<file path="src/rtl/regdst_arb_mux.sv">
// Purpose: N-channel W-bit arbitrated mux (fixed-priority or round-robin) feeding one registered output word.
// Latency: 1 cycle from the accepting edge to out_valid with that word; full rate with no bubble while drained.
// Backpressure: while the output word is held (out_valid && !out_ready) every in_ready is 0 and the state is frozen.
module regdst_arb_mux #(
    parameter int WIDTH = 5,
    parameter int NCH   = 3,
    parameter int SELW  = 2,
    parameter int RR    = 0
) (
    input  logic                  clk,
    input  logic                  rst,
    input  logic [NCH*WIDTH-1:0]  in_data,
    input  logic [NCH-1:0]        in_valid,
    output logic [NCH-1:0]        in_ready,
    output logic [WIDTH-1:0]      out_data,
    output logic [SELW-1:0]       out_sel,
    output logic                  out_valid,
    input  logic                  out_ready
);

    logic [WIDTH-1:0] out_data_q,  out_data_d;
    logic [SELW-1:0]  out_sel_q,   out_sel_d;
    logic             out_valid_q, out_valid_d;
    logic [SELW-1:0]  ptr_q,       ptr_d;

    logic [NCH-1:0]   grant;
    logic             gnt_any;
    logic [SELW-1:0]  gnt_idx;
    logic [WIDTH-1:0] gnt_data;
    logic             acc;
    logic             xfer;
    int               idx;
    logic [SELW-1:0]  idx_s;

    // Arbiter: scan upward from the start point (ptr in round-robin, 0 otherwise), wrapping; first valid wins.
    always_comb begin
        grant   = '0;
        gnt_any = 1'b0;
        gnt_idx = '0;
        idx     = 0;
        idx_s   = '0;
        for (int k = 0; k < NCH; k++) begin
            idx = k + ((RR != 0) ? int'(ptr_q) : 0);
            if (idx >= NCH) begin
                idx = idx - NCH;
            end
            idx_s = SELW'(idx);
            if (!gnt_any && in_valid[idx_s]) begin
                gnt_any      = 1'b1;
                grant[idx_s] = 1'b1;
                gnt_idx      = idx_s;
            end
        end
    end

    // Word mux driven by the one-hot grant, so no variable part-select is needed.
    always_comb begin
        gnt_data = '0;
        for (int i = 0; i < NCH; i++) begin
            if (grant[i]) begin
                gnt_data = in_data[i*WIDTH +: WIDTH];
            end
        end
    end

    // Handshake and next-state: refill whenever the register is empty or being drained this cycle.
    always_comb begin
        acc         = !out_valid_q || out_ready;
        in_ready    = (rst && acc) ? grant : '0;
        xfer        = rst && acc && gnt_any;
        out_data_d  = out_data_q;
        out_sel_d   = out_sel_q;
        out_valid_d = out_valid_q;
        ptr_d       = ptr_q;
        if (xfer) begin
            out_data_d  = gnt_data;
            out_sel_d   = gnt_idx;
            out_valid_d = 1'b1;
            if (RR != 0) begin
                ptr_d = (gnt_idx == SELW'(NCH - 1)) ? '0 : gnt_idx + SELW'(1);
            end
        end else if (out_ready) begin
            // Drain with nothing to refill: data and index keep their last values.
            out_valid_d = 1'b0;
        end
    end

    // State registers; reset wins over any simultaneous transfer or drain.
    always_ff @(posedge clk) begin
        if (!rst) begin
            out_data_q  <= '0;
            out_sel_q   <= '0;
            out_valid_q <= 1'b0;
            ptr_q       <= '0;
        end else begin
            out_data_q  <= out_data_d;
            out_sel_q   <= out_sel_d;
            out_valid_q <= out_valid_d;
            ptr_q       <= ptr_d;
        end
    end

    assign out_data  = out_data_q;
    assign out_sel   = out_sel_q;
    assign out_valid = out_valid_q;

endmodule

</file>
<file path="config.mk">
export PLATFORM = sky130hd
export DESIGN_NAME = regdst_arb_mux
export DESIGN_NICKNAME = d
export VERILOG_FILES = /design/src/rtl/regdst_arb_mux.sv
export SDC_FILE = /design/constraint.sdc
export NUM_CORES = 1
export LEC_CHECK = 0
export CAP_MARGIN = 20
export CORE_MARGIN = 3
export CORE_UTILIZATION = 36
export DETAILED_ROUTE_END_ITERATION = 12
export HOLD_SLACK_MARGIN = 0.08
export PLACE_DENSITY_LB_ADDON = 0.08
export SYNTH_ARGS = -nofsm -noshare
export SYNTH_HDL_FRONTEND = slang
export SYNTH_SLANG_ARGS = --single-unit
</file>
<file path="constraint.sdc">
create_clock -name clk -period 1.4 [get_ports clk]
set_clock_uncertainty 0.1 [all_clocks]
set_input_delay 0.28 -clock clk [delete_from_list [all_inputs] [get_ports clk]]
set_output_delay 0.28 -clock clk [all_outputs]
set_load 0.02 [all_outputs]
</file>
[Yosys cells after proc, flatten, opt, wreduce, memory -nomap -nowiden]
Index checks and enable logic that the tools add are counted.
Storage, ports and cells
  bits in registers: 8
  bits of input ports: 21
  output and inout port bits: 11
Operators by class
  mux-type cells: 13
  reduce and logical (&&, ||, !) cells: 9
Operators with widths (number)
  5-bit two-way mux: 3
  1-bit two-way mux: 8
  1-bit logical AND: 4
  1-bit logical NOT: 3
  3-bit two-way mux: 1
  2-bit two-way mux: 1
  2-bit nonzero test: 1
  1-bit logical OR: 1

[Logic depth before layout (Yosys ltp)]
Gate-level depths: netlist of run 1.
  word-level depth: 9
  mapped depth: 5

[Least setup slack after synthesis of run 1]
No wires, ideal clock.
  kind: register to output
  from: register out_valid_q, in the netlist out_valid
  to: output port in_ready[2]
  arrival: 1.147 ns
  data required time: 1.020 ns
  path slack: -0.127 ns
  cell stages (with the launch flop): 4
  path through: dfxtp_1 > or2b_2 > nand3_1 > nor3_1
On the way
  word-level cells in the longest chain between the ends: 4
Ends and longest elaborated chain
  start: declaration: RTL line 23  | logic out_valid_q, out_valid_d;
  start signal: assignment: RTL line 98  | out_valid_q <= out_valid_d;
  1-bit logical NOT: RTL line 68  | acc = !out_valid_q || out_ready;
  1-bit logical OR: RTL line 68
  1-bit logical AND: RTL line 69  | in_ready = (rst && acc) ? grant : '0;
  3-bit two-way mux: RTL line 69
  end: declaration: RTL line 14  | output logic [NCH-1:0] in_ready,
No other way between the ends.

[Worst setup path after layout of run 1]
  from: register out_valid_q, in the netlist out_valid
  to: output port in_ready[0]
The elaborated chain is that of the path after synthesis.

==> impl_metrics.toml, run 1 <==
[status]
status = "complete, but fails checks"
violations = "negative setup slack"

[logic_synthesis]
synth.distinct_cells = 23
netlist_area_um2 = 539
synth_seq_cells = 8
ys_seq_area_share_pct = 29.7
yosysWarnings = 0
synthArstFlopShare_pct = 0
syn_nets = 76
postSynthCellCount = 55
synth_edf_count = 0
synth.avg_cell_area_um2 = 9.80
ys.flop_type = "dfxtp_1"

[cts]
clk_path_buf_depth = 2
cts_made_buffers = 3
cts-htree-levels = 1
clock_sinks = 8
clk_pin_slew_ns = 0.05
ctsRootBufferMaster = "clkbuf_4"
cts_tree = "built"
cts_hold_buf = 0
clk_latency_ns = 0.26

[global_route]
grt.busiest_layer = "met2"
use_met2_pct = 24.9
grt_max_degree = 12
grt_pass1_vias = 579
grtUsageTotal_pct = 17.8
grt.met3_usage_pct = 4.38
grt_overflow = 0
antenna_found_initial = 0
grt_pass1_wl_mm = 2.53
grtUsageMet1_pct = 24.3

[sta]
hold_viol_final = 0
finalCritPeriodShare_pct = 111
rsz0062_at_grt = "true"
min_period_ns = 1.56
hold_ws_ns = 0.360
drv_slew = 0
fin_setup_tns_ns = -0.356
setup_viol = 3
slew_headroom_pct = 76.4
fmax_ghz = 0.643
setup_ws_ns = -0.156
max_slew.worst_pin.slew_ns = 0.354

[floorplan]
start_util_pct = 39.9
io_pins = 32
fp.dieW_um = 44.7
dieArea_um2 = 2000
coreArea_um2 = 1350
die_y_um = 44.7
rows = 13

[setup_path]
path_cells = "or2b_4 > and3_4 > buf_6"
crit_cells = 3
end_kind = "primary output"
crit_arrival_ns = 1.18
crit_buf_inv = 1
worstSetupPathType = "reg2out"
crit_path_max_incr_delay_ns = 0.32
ff2ff_path_depth = 4
slowest_stage = "dfxtp_2"
required_ns = 1.02
critical_path.max_fanout = 4
crit_family = "simple AND/OR/NAND/NOR gates"
startpoint_type = "flop"

[routing]
wl_per_cell_um = 14.7
drtIter0Drc = 2
vias = 599
drt_pass1_iterations = 4
drtAntennaViolNets = 0
route.detailed.drc = 0
totalWireLength_mm = 1.62
vias_per_cell = 5.45

[placed_design]
dp_hpwl_mm = 1.21
place_congestion = 0.727
pre_cts_ws_ns = -0.751
dpl.cell_count = 105
portBuffers = 31

[worst_hold_path]
min_path_cells = 2
hold_path_class = "reg2reg"

[final_layout]
final_nets = 118
drive_gt1_share_pct = 40.0
instances_no_fill = 110
layout_commonest_cell = "clkdlybuf4s50_1"
layout_common_cells = "clkdlybuf4s50_1 (15), dlygate4sd2_1 (12), buf_4 (10), dfxtp_1 (7)"
syn_to_final_growth_pct = 80.7
antenna_cells = 0

[power_and_ir_drop]
powerDensity_nw_per_um2 = 709
p_leak_nw = 0.426
peakVddDrop_uv = 429

[job]
cap_violations = 0
==> path summary, 6_finish.rpt <==
check | start | to | slack, ns
hold / removal | out_sel[1]$_SDFFE_PN0P_ | out_sel[1]$_SDFFE_PN0P_ | 0.36
hold reg to reg | out_sel[1]$_SDFFE_PN0P_ | out_sel[1]$_SDFFE_PN0P_ | 0.36
setup reg to reg | out_valid$_SDFFE_PN0P_ | out_data[4]$_SDFFE_PN0P_ | 0.10
setup / recovery | out_valid$_SDFFE_PN0P_ | in_ready[0] | -0.16
==> registers in the layout, summed over array words and instances (netlist names) <==
name,cells
out_sel,2
out_valid,1
out_data,5
==> stage by stage <==
step	total power (W)	utilization, %	cell area, um2
floorplan	0.000377	-	546
global placement	0.000509	67.9	917
detailed placement	0.000511	67.9	917
CTS	0.000691	70.8	956
global route	0.000720	72.2	975
finish	0.000691	72.2	975
==> routing by layer <==
| layer | wire [um] | up-vias | part of all wire [%] |
|---|---|---|---|
| met2 | 692 | 28 | 43 |
| li1 | - | 301 | - |
| met4 | 19 | 0 | 1.2 |
| met3 | 184 | 4 | 11 |
| met1 | 720 | 266 | 44 |
| met5 | 0 | - | 0 |
==> layout make-up <==
class                           count  area (um2)
Clock buffer                        3        22.5
Fill cell                         112         375
Inverter                            1        3.75
Multi-Input combinational cell     41         379
Sequential cell                     8         161
Tap cell                           15        18.8
Timing Repair Buffer               42         389
==> report_power, final <==
part / switching [W] / internal [W]
clock network: 0.0000859 / 0.0000986
registers: 0.00000929 / 0.000247
logic: 0.000112 / 0.000137
==> worst reg2reg max path: stages (launching register included) <==
cell,delay [ns]
dfxtp_2,0.31
or2b_4,0.22
nand2_4,0.05
buf_4,0.17
o41ai_2,0.34
==> Yosys cell counts, types with 2 or more instances <==
cell / count / area, um2
dfxtp_1: 8 / 160
a221oi_1: 5 / 43.8
o211ai_1: 6 / 45.0
buf_6: 2 / 22.5
buf_2: 3 / 15.0
nor2b_1: 7 / 43.8
nor2_1: 3 / 11.3
and2b_4: 3 / 30.0
o41ai_2: 4 / 65.1
==> cells by family (layout without fill, tap and decap cells) <==
| logic type | after synthesis | after routing | synth area share (%) |
|---|---|---|---|
| simple gates | 22 | 22 | 29.0 |
| compound gates | 19 | 19 | 33.6 |
| flops | 8 | 8 | 29.7 |
| buf+inv | 6 | 46 | 7.65 |
==> timing repair <==
action	CTS	global route
endpoints found under the setup margin	17	5
buffers inserted	1	1
pin swaps	4	0
gates resized for setup	35	6
cloned	0	0
Note: power is estimated with default switching activity, not from simulation.
==> run 2: changes to the inputs <==
CTS_CLUSTER_DIAMETER = 50   (was default)
==> results of run 2 <==
Final layout, timing and power as in run 1 (identical DEF).
==> run 3: changes to the inputs <==
SLEW_MARGIN = 20   (was default)
==> results of run 3 <==
Final layout, timing and power as in run 1 (identical DEF).
